<file path="config.mk">
export PLATFORM = sky130hd
export DESIGN_NAME = decode_stage
export DESIGN_NICKNAME = d
export VERILOG_FILES = /design/src/rtl/rv32_pkg.sv /design/src/rtl/regfile_2r1w.sv /design/src/rtl/decode_stage.sv
export SDC_FILE = /design/constraint.sdc
export NUM_CORES = 2
export LEC_CHECK = 0
export CAP_MARGIN = 20
export CORE_UTILIZATION = 55
export CTS_BUF_LIST = sky130_fd_sc_hd__clkbuf_2
export DETAILED_ROUTE_END_ITERATION = 8
export PLACE_DENSITY = 0.78
export SKIP_LAST_GASP = 1
export SYNTH_ARGS = -nofsm -noshare
export SYNTH_HDL_FRONTEND = slang
export SYNTH_HIERARCHICAL = 1
export SYNTH_SLANG_ARGS = --single-unit
</file>
<file path="constraint.sdc">
create_clock -name CLK -period 2.6 [get_ports CLK]
set_clock_uncertainty 0.15 [all_clocks]
set_input_delay 0.39 -clock CLK [delete_from_list [all_inputs] [get_ports CLK]]
set_output_delay 0.39 -clock CLK [all_outputs]
set_load 0.005 [all_outputs]
</file>
<file path="src/rtl/rv32_pkg.sv">
`default_nettype none
// ============================================================================
// rv32_pkg : RV32I opcodes, instruction field layout and immediate generation
// Rev 1.0
// ============================================================================
package rv32_pkg;

   localparam logic [6:0] OPC_OP     = 7'b0110011;
   localparam logic [6:0] OPC_OPIMM  = 7'b0010011;
   localparam logic [6:0] OPC_LOAD   = 7'b0000011;
   localparam logic [6:0] OPC_STORE  = 7'b0100011;
   localparam logic [6:0] OPC_BRANCH = 7'b1100011;
   localparam logic [6:0] OPC_JAL    = 7'b1101111;
   localparam logic [6:0] OPC_JALR   = 7'b1100111;
   localparam logic [6:0] OPC_LUI    = 7'b0110111;
   localparam logic [6:0] OPC_AUIPC  = 7'b0010111;

   localparam int REG_AW = 5;

   typedef struct packed {
      logic [6:0] funct7;
      logic [4:0] rs2;
      logic [4:0] rs1;
      logic [2:0] funct3;
      logic [4:0] rd;
      logic [6:0] opcode;
   } rv_instr_t;

   typedef enum logic [2:0] {
      IMM_NONE,
      IMM_I,
      IMM_S,
      IMM_B,
      IMM_U,
      IMM_J
   } imm_type_e;

   function automatic imm_type_e imm_type(input logic [6:0] opc);
      imm_type_e t;
      case (opc)
         OPC_OPIMM, OPC_LOAD, OPC_JALR: t = IMM_I;
         OPC_STORE:                     t = IMM_S;
         OPC_BRANCH:                    t = IMM_B;
         OPC_LUI, OPC_AUIPC:            t = IMM_U;
         OPC_JAL:                       t = IMM_J;
         default:                       t = IMM_NONE;
      endcase
      return t;
   endfunction

   function automatic logic [31:0] gen_imm(input logic [31:0] ir);
      logic [31:0] imm;
      case (imm_type(ir[6:0]))
         IMM_I:   imm = {{20{ir[31]}}, ir[31:20]};
         IMM_S:   imm = {{20{ir[31]}}, ir[31:25], ir[11:7]};
         IMM_B:   imm = {{19{ir[31]}}, ir[31], ir[7], ir[30:25], ir[11:8], 1'b0};
         IMM_U:   imm = {ir[31:12], 12'h000};
         IMM_J:   imm = {{11{ir[31]}}, ir[31], ir[19:12], ir[20], ir[30:21], 1'b0};
         default: imm = 32'h0;
      endcase
      return imm;
   endfunction

endpackage
`default_nettype wire

</file>
<file path="src/rtl/regfile_2r1w.sv">
`default_nettype none
// ============================================================================
// regfile_2r1w : 2 async read / 1 sync write register file, x0 reads zero,
//                same-cycle write is bypassed to the read ports
// Rev 1.0
// ============================================================================
module regfile_2r1w #(
   parameter int NREGS = 32,
   parameter int AW    = 5
) (
   input  logic          clk,
   input  logic          rst,
   input  logic          i_wen,
   input  logic [AW-1:0] i_wa,
   input  logic [31:0]   i_wd,
   input  logic [AW-1:0] i_ra1,
   input  logic [AW-1:0] i_ra2,
   output logic [31:0]   o_rd1,
   output logic [31:0]   o_rd2
);

   logic [31:0] mem_q [NREGS];
   logic [31:0] mem_d [NREGS];
   logic        w_wr;

   assign w_wr = i_wen && (i_wa != '0);

   always_comb begin
      mem_d = mem_q;
      if (w_wr) begin
         mem_d[i_wa] = i_wd;
      end
   end

   always_ff @(posedge clk) begin
      if (rst) begin
         mem_q <= '{default: '0};
      end else begin
         mem_q <= mem_d;
      end
   end

   always_comb begin
      o_rd1 = mem_q[i_ra1];
      o_rd2 = mem_q[i_ra2];
      if (w_wr && (i_wa == i_ra1)) o_rd1 = i_wd;
      if (w_wr && (i_wa == i_ra2)) o_rd2 = i_wd;
      if (i_ra1 == '0)             o_rd1 = 32'h0;
      if (i_ra2 == '0)             o_rd2 = 32'h0;
   end

endmodule
`default_nettype wire

</file>
<file path="src/rtl/decode_stage.sv">
`default_nettype none
// ============================================================================
// decode_stage : RV32I decode with register file, immediate generation,
//                RAW scoreboard and the DE->EX pipeline register
// Rev 1.0
// ============================================================================
module decode_stage
   import rv32_pkg::*;
#(
   parameter int PC_W  = 16,
   parameter int NREGS = 32
) (
   input  logic            CLK,
   input  logic            RST,
   input  logic            DE_V,
   input  logic [31:0]     DE_IR,
   input  logic [PC_W-1:0] DE_PC,
   input  logic            ME_BRT,
   input  logic            WB_WEN,
   input  logic [4:0]      WB_RD,
   input  logic [31:0]     WB_DATA,
   output logic            DE_STALL,
   output logic            EX_V,
   output logic [PC_W-1:0] EX_PC,
   output logic [31:0]     EX_IR,
   output logic [31:0]     EX_RS1_VAL,
   output logic [31:0]     EX_RS2_VAL,
   output logic [31:0]     EX_IMM,
   output logic [4:0]      EX_RD,
   output logic            EX_WEN
);

   rv_instr_t       de_ir;
   logic            rs1_used;
   logic            rs2_used;
   logic            writes_rd;
   logic            rs1_hazard;
   logic            rs2_hazard;
   logic            stall;
   logic            issue;
   logic [31:0]     rs1_val;
   logic [31:0]     rs2_val;

   logic            ex_v_q,   ex_v_d;
   logic [PC_W-1:0] ex_pc_q,  ex_pc_d;
   logic [31:0]     ex_ir_q,  ex_ir_d;
   logic [31:0]     ex_rs1_q, ex_rs1_d;
   logic [31:0]     ex_rs2_q, ex_rs2_d;
   logic [31:0]     ex_imm_q, ex_imm_d;
   logic [4:0]      ex_rd_q,  ex_rd_d;
   logic            ex_wen_q, ex_wen_d;
   logic [NREGS-1:0] busy_q,  busy_d;

   assign de_ir = DE_IR;

   regfile_2r1w #(
      .NREGS (NREGS),
      .AW    (REG_AW)
   ) u_regfile (
      .clk   (CLK),
      .rst   (RST),
      .i_wen (WB_WEN),
      .i_wa  (WB_RD),
      .i_wd  (WB_DATA),
      .i_ra1 (de_ir.rs1),
      .i_ra2 (de_ir.rs2),
      .o_rd1 (rs1_val),
      .o_rd2 (rs2_val)
   );

   always_comb begin
      rs1_used  = !(de_ir.opcode inside {OPC_LUI, OPC_AUIPC, OPC_JAL});
      rs2_used  = de_ir.opcode inside {OPC_OP, OPC_STORE, OPC_BRANCH};
      writes_rd = (de_ir.opcode inside {OPC_OP, OPC_OPIMM, OPC_LOAD, OPC_LUI,
                                        OPC_AUIPC, OPC_JAL, OPC_JALR})
                  && (de_ir.rd != 5'd0);
      // A producer writing back this cycle is already visible through the bypass
      rs1_hazard = rs1_used && busy_q[de_ir.rs1] && !(WB_WEN && (WB_RD == de_ir.rs1));
      rs2_hazard = rs2_used && busy_q[de_ir.rs2] && !(WB_WEN && (WB_RD == de_ir.rs2));
      stall      = DE_V && !ME_BRT && !RST && (rs1_hazard || rs2_hazard);
      issue      = DE_V && !stall && !ME_BRT;
   end

   assign DE_STALL = stall;

   always_comb begin
      ex_v_d   = issue;
      ex_pc_d  = ex_pc_q;
      ex_ir_d  = ex_ir_q;
      ex_rs1_d = ex_rs1_q;
      ex_rs2_d = ex_rs2_q;
      ex_imm_d = ex_imm_q;
      ex_rd_d  = ex_rd_q;
      ex_wen_d = ex_wen_q;
      if (issue) begin
         ex_pc_d  = DE_PC;
         ex_ir_d  = DE_IR;
         ex_rs1_d = rs1_val;
         ex_rs2_d = rs2_val;
         ex_imm_d = gen_imm(DE_IR);
         ex_rd_d  = de_ir.rd;
         ex_wen_d = writes_rd;
      end
   end

   // Clears are applied before the issue set so a same-cycle set wins
   always_comb begin
      busy_d = busy_q;
      if (WB_WEN) begin
         busy_d[WB_RD] = 1'b0;
      end
      if (ME_BRT && ex_v_q && ex_wen_q) begin
         busy_d[ex_rd_q] = 1'b0;
      end
      if (issue && writes_rd) begin
         busy_d[de_ir.rd] = 1'b1;
      end
      busy_d[0] = 1'b0;
   end

   always_ff @(posedge CLK) begin
      if (RST) begin
         ex_v_q   <= 1'b0;
         ex_pc_q  <= '0;
         ex_ir_q  <= '0;
         ex_rs1_q <= '0;
         ex_rs2_q <= '0;
         ex_imm_q <= '0;
         ex_rd_q  <= '0;
         ex_wen_q <= 1'b0;
         busy_q   <= '0;
      end else begin
         ex_v_q   <= ex_v_d;
         ex_pc_q  <= ex_pc_d;
         ex_ir_q  <= ex_ir_d;
         ex_rs1_q <= ex_rs1_d;
         ex_rs2_q <= ex_rs2_d;
         ex_imm_q <= ex_imm_d;
         ex_rd_q  <= ex_rd_d;
         ex_wen_q <= ex_wen_d;
         busy_q   <= busy_d;
      end
   end

   assign EX_V       = ex_v_q;
   assign EX_PC      = ex_pc_q;
   assign EX_IR      = ex_ir_q;
   assign EX_RS1_VAL = ex_rs1_q;
   assign EX_RS2_VAL = ex_rs2_q;
   assign EX_IMM     = ex_imm_q;
   assign EX_RD      = ex_rd_q;
   assign EX_WEN     = ex_wen_q;

endmodule
`default_nettype wire

</file>
==> implementation parameters, run 1 <==
Parameter                              Value

Floorplanning
  I/O pin count ... about 240
  Die Width ... 337 um
  Number of cell rows ... ~120
  Die extent in y ... 337 um
  Initial standard-cell utilization of the core ... ~56%

Place
  Number of port buffers ... 241
  Post-placement cell area ... between 70000 and 80000 um^2
  Placer's final routability congestion estimate ... between 1 and 1.5
  DP HPWL ... ~170000 um

Status
  Last stage reached ... global routing
  Status ... aborted with a tool error
  First Error ... [ERROR GRT-0232] Routing congestion too high. Check the congestion heatmap in the GUI.

Clocking
  Clock net sink count ... about 1200
  Clock root buffer ... sky130_fd_sc_hd__clkbuf_2
  Max H-tree Level ... 5
  Number of buffers created by CTS ... around 330
  Maximum clock insertion buffer count ... 4

Synth
  Flip-flop cell with the highest count after synthesis ... sky130_fd_sc_hd__dfxtp_1
  Syn_area_per_cell ... 8.67 um^2
  Register area share after synthesis ... between 30% and 40%
  Synth top area cells ... sky130_fd_sc_hd__dfxtp_1 (39%), sky130_fd_sc_hd__mux4_2 (14%), sky130_fd_sc_hd__nand2_1 (13%)
  Number of flops mapped to enable cells by yosys ... 0
  Share of async-settable or async-resettable flops after synthesis ... 0%
  Unique masters post-synth ... between 70 and 80
  Synth Warn # ... 6
  Cell type with the largest total area after synthesis ... sky130_fd_sc_hd__dfxtp_1
  Gate count after technology mapping ... approximately 7100
  Post-synthesis net count ... between 7000 and 8000
  Synthesized area ... roughly 60000 um^2
  Total of flip-flops plus latches after synthesis ... 1201
  Post-synth top area share ... 38.9%

GRT
  All-Layer GR Usage ... between 60% and 70%
  Gr ovfl total ... between 200 and 300
  Largest net degree at the start of global routing ... around 200

STA
  GRT repair_timing worst endpoint ... DE_STALL
  Worst EP kind ... output port
what timing repair did:
item | 4_1_cts
gates cloned | 8
setup buffers | 76
endpoints found under the hold margin | 1201
gates resized for setup | 998
endpoints found under the setup margin | 247
pin swaps | 12
hold buffers | 213
synth_stat cells, drive strengths merged (5+ instances only):
library cell,number
o21ai,51
a211o,7
nand2,2066
nor2,149
a221o,20
and3,5
xor2,10
and2,10
nand3b,14
mux2i,376
o41ai,31
mux2,99
o22ai,106
nand4,5
nor4,31
nor3b,20
a21oi,1046
or3b,10
dfxtp,1201
or3,9
nand2b,264
o221ai,25
nand3,13
mux4,379
or2,13
a22oi,55
a22o,12
a221oi,67
buf,228
a211oi,10
o21a,7
o31ai,12
inv,23
o32ai,30
clkbuf,508
a2111oi,13
nor3,94
nor2b,65
xnor2,10
logic make-up after synthesis:
kind of cell | after synthesis | share of synthesized area (%)
xor+xnor | 20 | 0.284
compound gates | 1512 | 14.2
flops | 1201 | 38.9
simple gates | 2779 | 19.2
mux | 854 | 21.7
buf+inv | 761 | 5.65
stage by stage:
step	util, %	setup WS (ns)	std cells
CTS	69.0	-1.63	9638
detailed placement	63.5	-0.835	8830
floorplan	-	0.0450	7127
global placement	63.5	-0.828	8830
per-layer routing:
| metal | GRT overflow | track usage (%) |
|---|---|---|
| met2 | 132 | 78.3 |
| met4 | 76 | 60.1 |
| met1 | 45 | 68.5 |
| met3 | 23 | 57.0 |
| met5 | 0 | 40.0 |
==> inputs of run 2 (changes only) <==
--- a/config.mk
+++ b/config.mk
@@ -6,10 +6,9 @@
 export NUM_CORES = 2
 export LEC_CHECK = 0
 export CAP_MARGIN = 20
-export CORE_UTILIZATION = 55
-export CTS_BUF_LIST = sky130_fd_sc_hd__clkbuf_2
+export CORE_UTILIZATION = 40
 export DETAILED_ROUTE_END_ITERATION = 8
-export PLACE_DENSITY = 0.78
+export PLACE_DENSITY_LB_ADDON = 0.15
 export SKIP_LAST_GASP = 1
 export SYNTH_ARGS = -nofsm -noshare
 export SYNTH_HDL_FRONTEND = slang
==> constraint.sdc (replaced) <==
create_clock -name CLK -period 3.4 [get_ports CLK]
set_clock_uncertainty 0.15 [all_clocks]
set_input_delay 0.51 -clock CLK [delete_from_list [all_inputs] [get_ports CLK]]
set_output_delay 0.51 -clock CLK [all_outputs]
set_load 0.005 [all_outputs]
==> run 2 against run 1 <==
The run now ends clean; area after synthesis unchanged; synthesized cell count unchanged.
==> implementation parameters, run 2 <==
Parameter                              Value

Synth
  Flip-flop cell with the highest count after synthesis ... sky130_fd_sc_hd__dfxtp_1
  Share of async-settable or async-resettable flops after synthesis ... 0% (unchanged)
  Total of flip-flops plus latches after synthesis ... 1201 (unchanged)
  Most numerous cell types in the synthesized netlist ... sky130_fd_sc_hd__nand2_1 (2065), sky130_fd_sc_hd__dfxtp_1 (1201), sky130_fd_sc_hd__a21oi_1 (1045), sky130_fd_sc_hd__clkbuf_1 (488), sky130_fd_sc_hd__mux4_2 (378)
  Gate count after technology mapping ... 7127 (unchanged)
  Register area share after synthesis ... 38.9% (unchanged)
  Post-synth top area share ... 38.9% (unchanged)
  Synth Warn # ... 6 (unchanged)
  Synthesized area ... 61800 um^2 (unchanged)
  Cell type with the largest total area after synthesis ... sky130_fd_sc_hd__dfxtp_1
  Syn_area_per_cell ... 8.67 um^2 (unchanged)
  Unique masters post-synth ... 75 (unchanged)
  Most numerous cell in the Yosys netlist ... sky130_fd_sc_hd__nand2_1
  Number of flops mapped to enable cells by yosys ... 0 (unchanged)
  Synth top area cells ... sky130_fd_sc_hd__dfxtp_1 (39%), sky130_fd_sc_hd__mux4_2 (14%), sky130_fd_sc_hd__nand2_1 (13%)
  Post-synthesis net count ... 7217 (unchanged)

Cells and area
  Max reg flops ... 1024
  Most used cells in the layout excluding fill and tap cells ... sky130_fd_sc_hd__nand2_1 (2034), sky130_fd_sc_hd__dfxtp_1 (1194), sky130_fd_sc_hd__a21oi_1 (1044), sky130_fd_sc_hd__mux4_2 (378), sky130_fd_sc_hd__mux2i_1 (376)
  Fraction of layout instances using a drive strength above 1 ... ~17%
  Layout fillers ... between 10000 and 15000
  Count of nets after finishing ... about 7300
  Core occupancy in the finished layout ... roughly 48%
  Synth-to-layout area growth ... 18.9%
  Register containing the most flip-flops in the final layout ... u_regfile/mem_q
  Commonest non-fill, non-tap cell in the layout ... sky130_fd_sc_hd__nand2_1
  Post-layout instance count excluding filler cells ... ~9400

Clocking
  Clock latency at the later pin of the worst-skew pair ... 0.80 ns
  Clock root buffer ... sky130_fd_sc_hd__clkbuf_16
  Clock slew at reported path FFs ... about 0.06 ns
  Maximum clock insertion buffer count ... 3 (-1)
  Setup repair bufs after CTS ... 0 (-100%)
  Number of buffers created by CTS ... 140 (-57%)
  Clock net sink count ... 1201 (unchanged)
  Clock tree from TritonCTS ... yes
  Max H-tree Level ... 4 (-1)

Place
  Placed insts ... 9120 (+3.3%)
  DP HPWL ... 174000 um (about the same)
  Number of port buffers ... 241 (unchanged)
  Placer's final routability congestion estimate ... 0.937 (-8.5%)

Flow run
  Total of max-cap violations ... 0

Critical path
  Critical Path, Cell by Cell ... dlygate4sd3_1 -> buf_2 -> xnor2_1 -> and3_1 -> or4_4 -> o21ai_2 -> and2_1 -> clkdlybuf4s15_1
  Required @ worst endpoint ... between 2 and 3 ns
  Kind of start point of the critical path ... input pin
  Crit path DAT ... between 2 and 3 ns
  Biggest fanout along the worst timing path ... 6
  Kind of capture point of the worst setup path ... output pin
  Worst reg-to-reg setup slack ... 0.69 ns
  Crit path kind ... in2out
  CP max stage delay ... 0.52 ns
  Slowest stage cell on the critical path ... sky130_fd_sc_hd__dlygate4sd3_1

Power and ir drop
  Register share of total power ... 42.2%
  Largest voltage drop on the vdd net ... between 0.0004 and 0.0005 V
  Switching share of power ... between 20 and 30%
  Leakage dissipation ... approximately 0.025 uW
  Combinational Power Share ... a little over a tenth
  NetSw ... ~9100 uW
  Pwr dens ... ~460 nW/um^2
  Clock network fraction of total power ... 46.8%
  Power, Total ... roughly 34000 uW
  Internal Dissipation ... around 25000 uW

Drt
  DRT Pass-1 Iters ... 6
  Routed WL ... 278000 um
  Starting DRC count in detailed routing ... 7008
  Drc violations ... 0
  Wirelength per Cell ... 29.7 um
  Number of nets still failing antenna checks after routing ... 0
  Post-detailed-route via-to-cell ratio ... 6.16
  Total via count in the routed design ... a little under 60000

Worst hold path
  Min-delay worst type ... in2reg

STA
  F_max ... approximately 300 MHz
  Slew at the pin closest to its max-slew limit ... 1.01 ns
  Final Hold Fails ... 0
  Number of setup violations in the final report ... 0
  Period utilisation layout ... between 90% and 100%
  Clock period minus final worst setup slack ... ~3.3 ns
  Pins over their slew limit ... 0
  Final-layout setup total negative slack ... 0 ns
  Slew margin rel. ... a little under a third

Status
  Status ... finished, final reports clean

Floorplanning
  Area of the die ... about 160000 um^2
  Initial standard-cell utilization of the core ... 40.5% (-15 points)
  I/O pin count ... 242 (unchanged)
  Core region area ... approximately 150000 um^2
  Number of cell rows ... 143 (+17%)
  Die extent in y ... 395 um (+17%)
  Die Width ... 395 um (+17%)

GRT
  Largest net degree at the start of global routing ... around 180
  Wire length of the first global-routing pass ... around 400000 um
  All-Layer GR Usage ... 34.7%
  Via count of the first global-routing pass ... around 54000
  Antenna violations before repair ... 15
  Gr ovfl total ... 0
[run 2: cell counts after synthesis]
Identical to the previous run, type by type.
[run 2: through the flow]
stage                     hold WS (ns)  setup WS, ns  cell area, um^2
after CTS                       0.0185       0.00523            73400
after detailed placement         0.307        -0.126            68600
after global routing            0.0452    -0.0000855            73400
after floorplan                  0.292         0.650            61800
final                           0.0467        0.0812            73400
after global placement           0.299        -0.184            68600
[run 2: worst max-delay path, delay by kind of cell]
kind | cells | cell delay (ns)
AOI/OAI and AO/OA | 1 | 0.12
xor gates and xnor gates | 1 | 0.12
buffers and inverters | 3 | 1.02
and+or+nand+nor | 3 | 0.87
[run 2: cell type report]
| class | instances | area (um^2) | share of cell area (%) |
|---|---|---|---|
| Sequential cell | 1201 | 24100 | 32.7 |
| Multi-Input combinational cell | 5165 | 34600 | 47.1 |
| Antenna cell | 1 | 2.50 | 0.00341 |
| Timing Repair Buffer | 705 | 7340 | 10.0 |
| Tap cell | 2030 | 2540 | 3.46 |
| Inverter | 25 | 93.8 | 0.128 |
| Clock buffer | 194 | 4010 | 5.46 |
| Clock inverter | 50 | 790 | 1.07 |
[run 2: power by group through the flow]
stage | Combinational, uW | Sequential (uW) | Clock [uW]
after global placement | 3580 | 14600 | 0
after floorplan | 1920 | 14600 | 0
after detailed placement | 3590 | 14600 | 0
after global routing | 3800 | 14300 | 16600
after CTS | 3600 | 14300 | 16100
final | 3710 | 14300 | 15900
[run 2: repair_timing]
action,CTS,global route
setup endpoints to repair,1,1
hold buffers,6,0
pin swaps,1,1
endpoints found under the hold margin,8,0
gates resized for setup,8,6
[run 2: path summary, 6_finish.rpt]
check / end / from / cells after the start
max: DE_STALL / DE_IR[23] / 8
min: EX_IMM[15] / DE_IR[15] / 3
max reg2reg: EX_PC[10] / busy_q[15] / 9
min reg2reg: u_regfile/mem_q[295] / u_regfile/mem_q[295] / 2
[run 2: cells by family (layout without fill, tap and decap cells)]
kind of cell | after synthesis | after routing | share of synthesized area, %
simple gates | 2779 | 2779 | 19.2
compound gates | 1512 | 1512 | 14.2
flops | 1201 | 1201 | 38.9
mux | 854 | 854 | 21.7
buf+inv | 761 | 974 | 5.65
xor+xnor | 20 | 20 | 0.284
other cells | 0 | 1 | 0
[run 2: metal layers]
layer,track usage [%],vias up,share of wire [%]
li1,-,25200,-
met1,45.9,28300,39
met2,51.5,3492,43
met3,7.93,811,11
met4,20.7,16,7.0
met5,0,-,0.039
No activity file was read; power rests on OpenSTA's default activity.
